===== src/rtl/mux2entradas.sv =====
// Two-input WIDTH-bit selector. O is registered (1-cycle latency) or combinational, chosen by REGISTERED.
// sel codes 2/3 are illegal: O holds (or reads 0 when combinational) and sel_err is raised. en is the only flow control.
module mux2entradas #(
    parameter int WIDTH      = 32,
    parameter bit REGISTERED = 1'b1
) (
    input  logic             clk,
    input  logic             rst,
    input  logic             en,
    input  logic [WIDTH-1:0] A,
    input  logic [WIDTH-1:0] B,
    input  logic [1:0]       sel,
    output logic [WIDTH-1:0] O,
    output logic             sel_err
);

    logic sel_err_q;
    logic sel_err_d;

    always_comb begin
        sel_err_d = sel_err_q;
        if (en) begin
            sel_err_d = sel[1];
        end
    end

    always_ff @(posedge clk) begin
        if (rst) begin
            sel_err_q <= 1'b0;
        end else begin
            sel_err_q <= sel_err_d;
        end
    end

    assign sel_err = sel_err_q;

    generate
        if (REGISTERED) begin : g_reg
            logic [WIDTH-1:0] o_q;
            logic [WIDTH-1:0] o_d;

            // Default arm holds, so an illegal or unknown sel never changes the stored value.
            always_comb begin
                o_d = o_q;
                if (en) begin
                    case (sel)
                        2'b00:   o_d = A;
                        2'b01:   o_d = B;
                        default: o_d = o_q;
                    endcase
                end
            end

            always_ff @(posedge clk) begin
                if (rst) begin
                    o_q <= '0;
                end else begin
                    o_q <= o_d;
                end
            end

            assign O = o_q;
        end else begin : g_comb
            logic [WIDTH-1:0] o_c;

            // A combinational path has nothing to hold, so illegal codes drive zero.
            always_comb begin
                o_c = '0;
                case (sel)
                    2'b00:   o_c = A;
                    2'b01:   o_c = B;
                    default: o_c = '0;
                endcase
            end

            assign O = o_c;
        end
    endgenerate

endmodule


===== config.mk =====
export PLATFORM = sky130hd
export DESIGN_NAME = mux2entradas
export DESIGN_NICKNAME = d
export VERILOG_FILES = /design/src/rtl/mux2entradas.sv
export SDC_FILE = /design/constraint.sdc
export NUM_CORES = 1
export LEC_CHECK = 0
export ABC_CLOCK_PERIOD_IN_PS = 800
export CORE_MARGIN = 8
export CORE_UTILIZATION = 31
export DETAILED_ROUTE_END_ITERATION = 7
export PLACE_DENSITY = 0.79
export SYNTH_ARGS = -nofsm -noshare
export SYNTH_HDL_FRONTEND = slang
export SYNTH_SLANG_ARGS = --single-unit
export TNS_END_PERCENT = 5

===== constraint.sdc =====
create_clock -name clk -period 0.8 [get_ports clk]
set_input_delay 0.12 -clock clk [delete_from_list [all_inputs] [get_ports clk]]
set_output_delay 0.12 -clock clk [all_outputs]
set_load 0.01 [all_outputs]

# Word level (Yosys, flattened, before mapping)

Index checks and enable logic that the tools add are counted.

Register bits: 33
Latch bits: 0
Memory bits (writable): 0
Memory bits (read-only): 0
Input bits: 69
Logic and storage cells: 7
Memories kept: 0

Add/subtract/negate cells: 0
Multipliers: 0
Divide/modulo/power cells: 0
Order comparisons: 0
Equality and inequality tests: 1
Shifts and indexed selects: 0
Mux-type cells: 1
Bitwise operators: 0
Reduce and logical (&&, ||, !) cells: 3

Operators with widths:

| operator                                                              | number |
|---|---|
| 32-bit one-hot mux with 2 select lines                                | 1 |
| 2-bit by 1-bit equality test with 1-bit output, second input constant | 1 |
| 2-bit zero test                                                       | 1 |
| 2-bit AND reduction                                                   | 1 |
| 2-bit nonzero test                                                    | 1 |

# Logic depth before layout (Yosys ltp)

Depth in word-level cells: 3
Mapped depth: 4
Gate-level depth less buffers: 3

# Least setup slack after synthesis

No wires, ideal clock.

Path type: input-to-reg
Start: input port sel[0]
End: register g_reg.o_q[24] (netlist: O[24])
Data arrival time: 0.667 ns
Required time: 0.685 ns
Setup slack: 0.018 ns
Cell stages on the path: 4
Buffers on the path: 2
Cell sequence: buf_4 buf_6 mux2i_1 o2bb2ai_2

Longest elaborated chain between the ends: 3
Elaborated cells between the ends (all ways): 5

RTL lines:

| element                                                                           | line | source |
|---|---|---|
| start, declared                                                                   | 12   | `input logic [1:0] sel,` |
| 2-bit by 1-bit equality test with 1-bit output or 2-bit zero test (tied branches) | 46   | `case (sel)` |
| 2-bit nonzero test (no source line)                                               | -    |  |
| 2-bit AND reduction (no source line)                                              | -    |  |
| end signal, assigned                                                              | 56   | `o_q <= '0;` |
| end signal, assigned                                                              | 58   | `o_q <= o_d;` |
| end, declared                                                                     | 39   | `logic [WIDTH-1:0] o_q;` |

Parallel ways exist; a longest one is shown, timed or not.
A chain may end at the register's enable or synchronous reset.

# Final worst setup path

Start: register g_reg.o_q[3] (netlist: O[3])
End: output port O[3]

RTL lines:

| element       | line | source |
|---|---|---|
| end, declared | 13   | `output logic [WIDTH-1:0] O,` |

No word-level cell between the ends.

==> results.ini <==
[outcome]
status = complete, but fails checks
violations = setup timing

[logic_synthesis]
synth_top_family_by_area = multiplexers
synth_fa_ha_area_frac = 0
avgSynthCellArea_um2 = 12.78
synth_ff_type = dfxtp_1
synth_seq_area_share = 0.4615
ys_top_cells_by_count = dfxtp_1 (33), mux2i_1 (32), o2bb2ai_1 (30)
yosysTopAreaCellShare = 0.4615
yosys.area_share.simple = 0.01224
synth.area.mux_share = 0.2238
synth_compound_area_frac = 0.2212
ys_warn_count = 0
synth_async_sr_flop_share = 0
synth_xor_area_frac = 0
yosysMostFrequentCell = dfxtp_1
yosys-top-cells-area = dfxtp_1 (46%), mux2i_1 (22%), o2bb2ai_1 (18%)
ys_ff_latch = 33
ys_types = 10
synth_edf_count = 0
synth_largest_area_cell = dfxtp_1
syn_nets = 181
synthCells = 112
synth_area_um2 = 1431

[grt]
grt_max_degree = 20
met1_usage = 0.1514
grt_pass1_vias = 1539
grt_first_pass_wirelength_um = 8004
grt_usage = 0.1403
antenna_found_initial = 0
grt-ovfl-total = 0
grtUsageMet2 = 0.2379
grt.busiest_layer = met2
grtUsageMet3 = 0.06738

[placed_design]
post-dp-hpwl_um = 3674
port_buffers = 101
gp_congestion = 0.6726
placed_area_um2 = 2596

[power_and_ir_drop]
peakVddDrop_mv = 1.264
power.density_nw_per_um2 = 1553
power_frac_comb = 0.234
power_frac_clock = 0.364
p_sw_mw = 1.036
p_total_mw = 4.518
switching_share = 0.2294
leakage_nw = 1.251
internal_power_mw = 3.482
p_seq_frac = 0.402

[sta]
tightestPinTransition_ns = 0.2162
setup_viol = 33
slew_headroom = 0.8518
clock.fmax_mhz = 1173
worst_slack_ns = -0.05239
skew_ns = 0
hold_viol = 0
rsz0062_at_grt = true
period_share = 1.065
post-route-min-period_ns = 0.8524
final_max_slew_viol_count = 0

[die]
die_y_um = 83.95
core_area_um2 = 4414
num_rows = 24
io_pins = 102
dieArea_um2 = 7048
die_width_um = 83.95
start_util = 0.3243

[drt]
drc = 0
route.vias.total = 1367
first_pass_iters = 4
postRouteAntennaNets = 0
post_drt_wl_per_cell_um = 17.02
drt-initial-drc-count = 33
routed_wirelength_um = 4901
viasPerCell = 4.747

[critical_path]
start_kind = register
r2r-start = O[29]$_SDFFE_PP0P_
cp_num_buf_inv = 1
path_cells = buf_6
cp.arrival_ns = 0.73
slowest_stage = dfxtp_2
r2r-end = O[29]$_SDFFE_PP0P_
rrSetupSlack_ns = 0.12
crit_type = register to primary output
r2r.worst_path.cells = 2
cp_top_family = flip-flops
cpPeakStageDelay_ns = 0.33
worst_ep_required_time_ns = 0.68
crit_path_end_kind = primary output
crit_fanout = 2

[cells_and_area]
drive_gt1_frac = 0.4619
fillers = 350
final_core_util = 0.6590
areaGrowthSynthToFinish_pct = 103.2
antenna_cells = 0
stdcell_area_um2 = 2909
nNetsFinal = 304

[clocking]
clock_sinks = 33
holdBufCountCts = 0
tritoncts = yes
cts_root_buf = clkbuf_8
htree_levels = 2
clk_pin_slew_ns = 0.07
numCtsBuffers = 5
cts_buffer_depth = 2
clkLatencyLatePin_ns = 0.29

[min_path]
hold_path_depth = 2
worstHoldStart = en
min_path_type = input pin to register
min_to = sel_err$_SDFFE_PP0P_

[job]
drv_cap = 0

==> through the flow <==
step	setup slack, ns	setup TNS (ns)	cells	hold slack [ns]
finish	-0.05239	-1.504	288	0.1321
global route	-0.08766	-2.477	288	0.1507
CTS	-0.06074	-1.734	288	0.2258
detailed placement	-0.5125	-21.59	272	0.4502
global placement	-0.4489	-20.38	272	0.4433
floorplan	0.01806	0	112	0.2302
==> power by group through the flow <==
stage                     logic, mW  clock network, mW  registers (mW)
after global routing           1.13               1.77            1.83
after global placement        0.957                  0            1.81
after CTS                      1.06               1.67            1.81
after floorplan               0.295                  0            1.86
final                          1.06               1.64            1.82
after detailed placement      0.970                  0            1.81
==> layout make-up <==
cell class	count	area, um^2	area share
clock buffers	6	82.58	0.02839
clock inverters	2	37.54	0.01290
flip-flops and latches	33	701.9	0.2413
inverters	2	7.507	0.002581
well taps	52	65.06	0.02237
multi-input cells	67	666.9	0.2292
repair buffers	126	1348	0.4632
==> worst max path at each step <==
| stage | startpoint | endpoint | slack (ns) | depth (start not counted) |
|---|---|---|---|---|
| global route | O[7]$_SDFFE_PP0P_ | O[7] | -0.09 | 1 |
| floorplan | sel[0] | O[24]$_SDFFE_PP0P_ | 0.02 | 4 |
| finish | O[3]$_SDFFE_PP0P_ | O[3] | -0.05 | 1 |
| CTS | O[3]$_SDFFE_PP0P_ | O[3] | -0.06 | 1 |
| detailed placement | en | O[29]$_SDFFE_PP0P_ | -0.51 | 4 |
| global placement | en | O[12]$_SDFFE_PP0P_ | -0.45 | 4 |
==> logic make-up after synthesis <==
logic type,after synthesis
AOI/OAI and AO/OA,34
buffers and inverters,12
DFF,33
muxes,32
and+or+nand+nor,1
==> state kept, by name, summed over array words and instances (netlist names) <==
signal,flops
sel_err,1
O,32
==> repair_timing <==
item	CTS	global route
buffers inserted	7	0
hold endpoints to repair	0	0
gates resized for setup	209	6
cloned	2	0
endpoints found under the setup margin	66	53
pin swaps	1	1
==> routing by layer <==
layer  vias to the layer above  share of wire  wire [um]
li1                        674              -          -
met1                       630           0.41       2017
met5                         -              0          0
met3                         4          0.085        415
met2                        59           0.49       2424
met4                         0         0.0090         44
==> layout by cell type, fill, tap and decap left out <==
cell type	synthesis	layout
clkdlybuf4s50_1	0	64
buf_6	9	37
dfxtp_2	0	33
mux2i_1	32	32
o2bb2ai_1	30	28
buf_4	1	14
clkbuf_8	0	6
buf_12	0	5
o2bb2ai_2	2	4
buf_2	0	2
inv_2	0	1
a21oi_4	1	1
inv_1	2	1
nand3_4	1	1
o21a_1	1	1
bufinv_16	0	1
clkinvlp_4	0	1
buf_16	0	1
bufbuf_16	0	1
clkbuf_2	0	1
clkdlybuf4s15_1	0	1
Note: power is estimated with default switching activity, not from simulation.
==> edit 1: new RTL, same flow settings <==
`WIDTH`: 32 -> 48.
--- a/src/rtl/mux2entradas.sv
+++ b/src/rtl/mux2entradas.sv
@@ -1,7 +1,7 @@
 // Two-input WIDTH-bit selector. O is registered (1-cycle latency) or combinational, chosen by REGISTERED.
 // sel codes 2/3 are illegal: O holds (or reads 0 when combinational) and sel_err is raised. en is the only flow control.
 module mux2entradas #(
-    parameter int WIDTH      = 32,
+    parameter int WIDTH      = 48,
     parameter bit REGISTERED = 1'b1
 ) (
     input  logic             clk,
Interface: changed (resized A, B and O); port bits go from 102 to 150. No check against the original RTL was run, so the function may have changed too.
==> edit 1 against the original RTL <==
  * The flow still finishes with violations (negative setup slack)
  * Non-clock buffer count up 54
  * Sequential cell count up 16
  * Fmax shrank 2.3%
  * Final area rose by 39%
  * Total power up 26%
  * Combinational power grew 38%
  * Area after synthesis is 43% higher
  * Sequential share of layout area grew 1.6 points
  * Worst setup slack worse by 0.020 ns
  * Wire length up 45%
  * Register-to-register slack worse by 0.03 ns
  * Highest routed layer unchanged
==> edit 1: results (changes against the original RTL) <==
| Metric | Value |
|---|---|
| Share of layout cells above drive strength 1 | `42.6% (was 46.2%)` |
| Worst skew pair latency | `0.29 ns (about the same)` |
| Gpl congestion | `0.665 (was 0.673)` |
| Pre-CTS setup slack | `-0.547 ns (was -0.512 ns)` |
| Hpwl dp | `5.58 mm (was 3.67 mm)` |
| Fin Setup TNS | `-2.96 ns (was -1.50 ns)` |
| Worst hold slack | `0.103 ns (was 0.132 ns)` |
| CP max-delay cell | `dfxtp_2 (unchanged)` |
| Logic gate share of total power | `25.5% (was 23.4%)` |
| Top post-synthesis cells by count | `dfxtp_1 (49), mux2i_1 (48), o2bb2ai_1 (48) (was dfxtp_1 (33), mux2i_1 (32), o2bb2ai_1 (30))` |
| # setup viols final | `49 (was 33)` |
| Failing checks | `negative setup slack (unchanged)` |
| PnR worst setup slack | `-0.0720 ns (was -0.0524 ns)` |
| Top post-synthesis cells by area | `dfxtp_1 (48%), mux2i_1 (23%), o2bb2ai_1 (20%), buf_4 (2.6%), buf_8 (1.5%) (was dfxtp_1 (46%), mux2i_1 (22%), o2bb2ai_1 (18%), buf_6 (7.1%), o2bb2ai_2 (2.1%))` |
| IR drop worst, VDD | `0.738 mV (was 1.26 mV)` |
| Net Count, Synth | `267 (was 181)` |
| Seq/Total Area, Yosys | `47.8% (was 46.2%)` |
| P_clk | `1560 µW (was 1640 µW)` |
| First-pass GRT wire length | `11.4 mm (was 8.00 mm)` |
| GRT Total Usage | `14.7% (was 14.0%)` |
| R2R Setup Slk | `0.09 ns (was 0.12 ns)` |
| Outcome | `finished with violations (unchanged)` |
| Max FFs per register | `48 (was 32)` |
| Detailed-route via count | `1983 (was 1367)` |
| Vias in the first global route | `2229 (was 1539)` |
| Iteration count of the initial detailed-routing pass | `4 (unchanged)` |
| Clk pin slew, worst setup/hold paths | `0.09 ns (was 0.07 ns)` |
| Switching share of power | `23.6% (was 22.9%)` |
| CP top delay family | `flip-flops (unchanged)` |
| IO Port Bufs | `149 (was 101)` |
| Final wirelength | `7.11 mm (was 4.90 mm)` |
| Comb power | `1460 µW (was 1060 µW)` |
| Static Leak | `0.00173 µW (was 0.00125 µW)` |
| Nets | `438 (was 304)` |
| Drt first-iter violations | `31 (was 33)` |
| Slowest stage delay, CP | `0.35 ns (was 0.33 ns)` |
| Post-Synthesis Cells | `166 (was 112)` |
| Largest net degree at the start of global routing | `27 (was 20)` |
| Post-synthesis cell type count | `14 (was 10)` |
| Critical Path AT | `0.75 ns (was 0.73 ns)` |
| Clk Tree Root Cell | `clkbuf_8 (unchanged)` |
| Least-Margin Pin Slew | `0.188 ns (was 0.216 ns)` |
[edit 1: changes by cell type in the layout (fill, tap and decap cells not counted), moves of 2 or more]
cell	delta
buf_6	+21
mux2i_1	+16
buf_12	-2
clkdlybuf4s50_1	+32
o2bb2ai_1	+20
dfxtp_2	+16
o2bb2ai_2	-4
buf_4	+3
[edit 1: cells by family after synthesis]
group / Yosys count / synth area share (%)
compound gates: 50 / 21.3
flops: 49 / 47.8
mux: 48 / 23.4
buf+inv: 18 / 7.01
simple gates: 1 / 0.488
[edit 1: worst paths after layout]
path,endpoint,cells after the start,start
worst min register to register,O[3],1,O[3]
worst max register to register,sel_err,2,sel_err
worst min-delay path,sel_err,2,en
worst max-delay path,O[22],1,O[22]
[edit 1: repair_timing]
item | 4_1_cts | 5_1_grt
buffers inserted | 4 | 0
endpoints found under the setup margin | 98 | 67
gates cloned | 4 | 0
resized for setup | 315 | 4
pin swaps | 1 | 0
hold endpoints to repair | 0 | 0
hold buffers | 0 | 0
[edit 1: routing by layer]
layer  routed length [µm]  track usage [%]
met5                    0                0
met4                  109             3.73
met3                  674             7.33
met2                 3380             24.2
met1                 2940             16.4
[edit 1: layout make-up]
class	instances	area, µm²
clock buffer	7	96.3
clock inverter	1	5.00
fill	540	2330
inverter	2	7.51
multi-input combinational	99	935
sequential	49	1040
tap	77	96.3
timing repair buffer	180	1870
[edit 1: metrics by stage]
step | std cells | utilization (%) | cell area, µm²
floorplan | 166 | - | 2060
global placement | 399 | 58.0 | 3700
detailed placement | 399 | 58.0 | 3700
CTS | 415 | 63.7 | 4070
global route | 415 | 63.4 | 4050
finish | 415 | 63.4 | 4050
==> edit 2: new RTL, config.mk and constraints unchanged <==
Made on the original files. Reset style: asynchronous (`rst`), changed in 2 clocked blocks.
--- a/src/rtl/mux2entradas.sv
+++ b/src/rtl/mux2entradas.sv
@@ -24,7 +24,7 @@
         end
     end
 
-    always_ff @(posedge clk) begin
+    always_ff @(posedge clk or posedge rst) begin
         if (rst) begin
             sel_err_q <= 1'b0;
         end else begin
@@ -51,7 +51,7 @@
                 end
             end
 
-            always_ff @(posedge clk) begin
+            always_ff @(posedge clk or posedge rst) begin
                 if (rst) begin
                     o_q <= '0;
                 end else begin
Formal check against the unedited RTL: differs if rst is asserted again (counterexample within 4 cycles, from zero or initial values and one cycle with rst high); with rst held inactive, the same outputs for 10 cycles.
==> edit 2 against the original RTL <==
  * The flow still finishes with violations (negative setup slack)
  * Sequential cell count is the same
  * Area after synthesis is 31% higher
  * Worst setup slack lost 0.085 ns
  * Utilization shrank 9.5 points
  * Wire length is 8.1% higher
  * Total power is 29% higher
  * Clock skew stayed put
  * Final area up 14%
  * Highest routed layer unchanged
==> edit 2: results (changes against the original RTL) <==
| Metric | Value |
|---|---|
| M1 wire length | `1.95 mm (was 2.02 mm)` |
| HP Start | `sel[1] (was en)` |
| Hpwl dp | `4.13 mm (was 3.67 mm)` |
| Non-clock buffering overhead | `39.0% (was 46.3%)` |
| Iteration count of the initial detailed-routing pass | `2 (was 4)` |
| Top post-synthesis cells by count | `mux2_4 (60), dfrtp_1 (33), buf_6 (7) (was dfxtp_1 (33), mux2i_1 (32), o2bb2ai_1 (30))` |
| Synth Flop Type | `dfrtp_1 (was dfxtp_1)` |
| Met1 Usage GRT | `12.4% (was 15.1%)` |
| Slew HR | `88.3% (was 85.2%)` |
| Wire length per cell | `16.9 µm (was 17.0 µm)` |
| CP max-delay cell | `dfrtp_1 (was dfxtp_2)` |
| Largest net degree at the start of global routing | `19 (was 20)` |
| Seq/Total Area, Yosys | `44.0% (was 46.2%)` |
| Gpl congestion | `0.689 (was 0.673)` |
| Detailed-route via count | `1339 (was 1367)` |
| Wire length on met2 | `2.87 mm (was 2.42 mm)` |
| GR Util met3 | `4.08% (was 6.74%)` |
| Grt met2 use | `22.4% (was 23.8%)` |
| Capturing point of the worst reg2reg path | `O[30] (was O[29])` |
| Worst r2r src | `O[30] (was O[29])` |
| Inverters | `1 (was 2)` |
| Slowest stage delay, CP | `0.39 ns (was 0.33 ns)` |
| Nets | `305 (was 304)` |
| Layout fillers | `525 (was 350)` |
| Postcts setup bufs | `6 (was 7)` |
| Outcome | `finished with violations (unchanged)` |
| Initial antenna violation count | `1 (was 0)` |
| # setup viols final | `60 (was 33)` |
| Antenna diodes | `1 (was 0)` |
| Static Leak | `0.00167 µW (was 0.00125 µW)` |
| Reg area | `826 µm² (was 702 µm²)` |
| Mux cell area share after synthesis | `51.0% (was 22.4%)` |
| Drt first-iter violations | `5 (was 33)` |
| Failing checks | `negative setup slack (unchanged)` |
| Vias in the first global route | `1562 (was 1539)` |
| Clk tree area frac | `3.51% (was 4.13%)` |
| Critical Path AT | `0.82 ns (was 0.73 ns)` |
| Net Count, Synth | `177 (was 181)` |
| Clock buf count | `7 (was 6)` |
| R2R Setup Slk | `-0.10 ns (was 0.12 ns)` |
| PnR worst setup slack | `-0.137 ns (was -0.0524 ns)` |
| Metal3 WL | `375 µm (was 415 µm)` |
| GRT Total Usage | `12.3% (was 14.0%)` |
==> edit 2: changes by cell type after synthesis, moves of 2 or more <==
| cell | unedited run | this run |
|---|---|---|
| buf_6 | 9 | 7 |
| dfrtp_1 | 0 | 33 |
| dfxtp_1 | 33 | 0 |
| mux2_2 | 0 | 5 |
| mux2_4 | 0 | 60 |
| mux2i_1 | 32 | 0 |
| o2bb2ai_1 | 30 | 0 |
| o2bb2ai_2 | 2 | 0 |
==> edit 2: stage by stage <==
| step | cell area, µm² | TNS [ns] | cells | worst slack (ns) | total power, µW |
|---|---|---|---|---|---|
| 3_5_place_dp | 3110 | -27.79 | 294 | -0.697 | 4260 |
| 4_1_cts | 3240 | -5.66 | 310 | -0.145 | 5780 |
| 2_1_floorplan | 1890 | -8.42 | 108 | -0.231 | 3040 |
| 6_report | 3320 | -5.45 | 313 | -0.137 | 5810 |
| 5_1_grt | 3320 | -6.95 | 313 | -0.172 | 6110 |
| 3_3_place_gp | 3110 | -27.33 | 294 | -0.676 | 4210 |
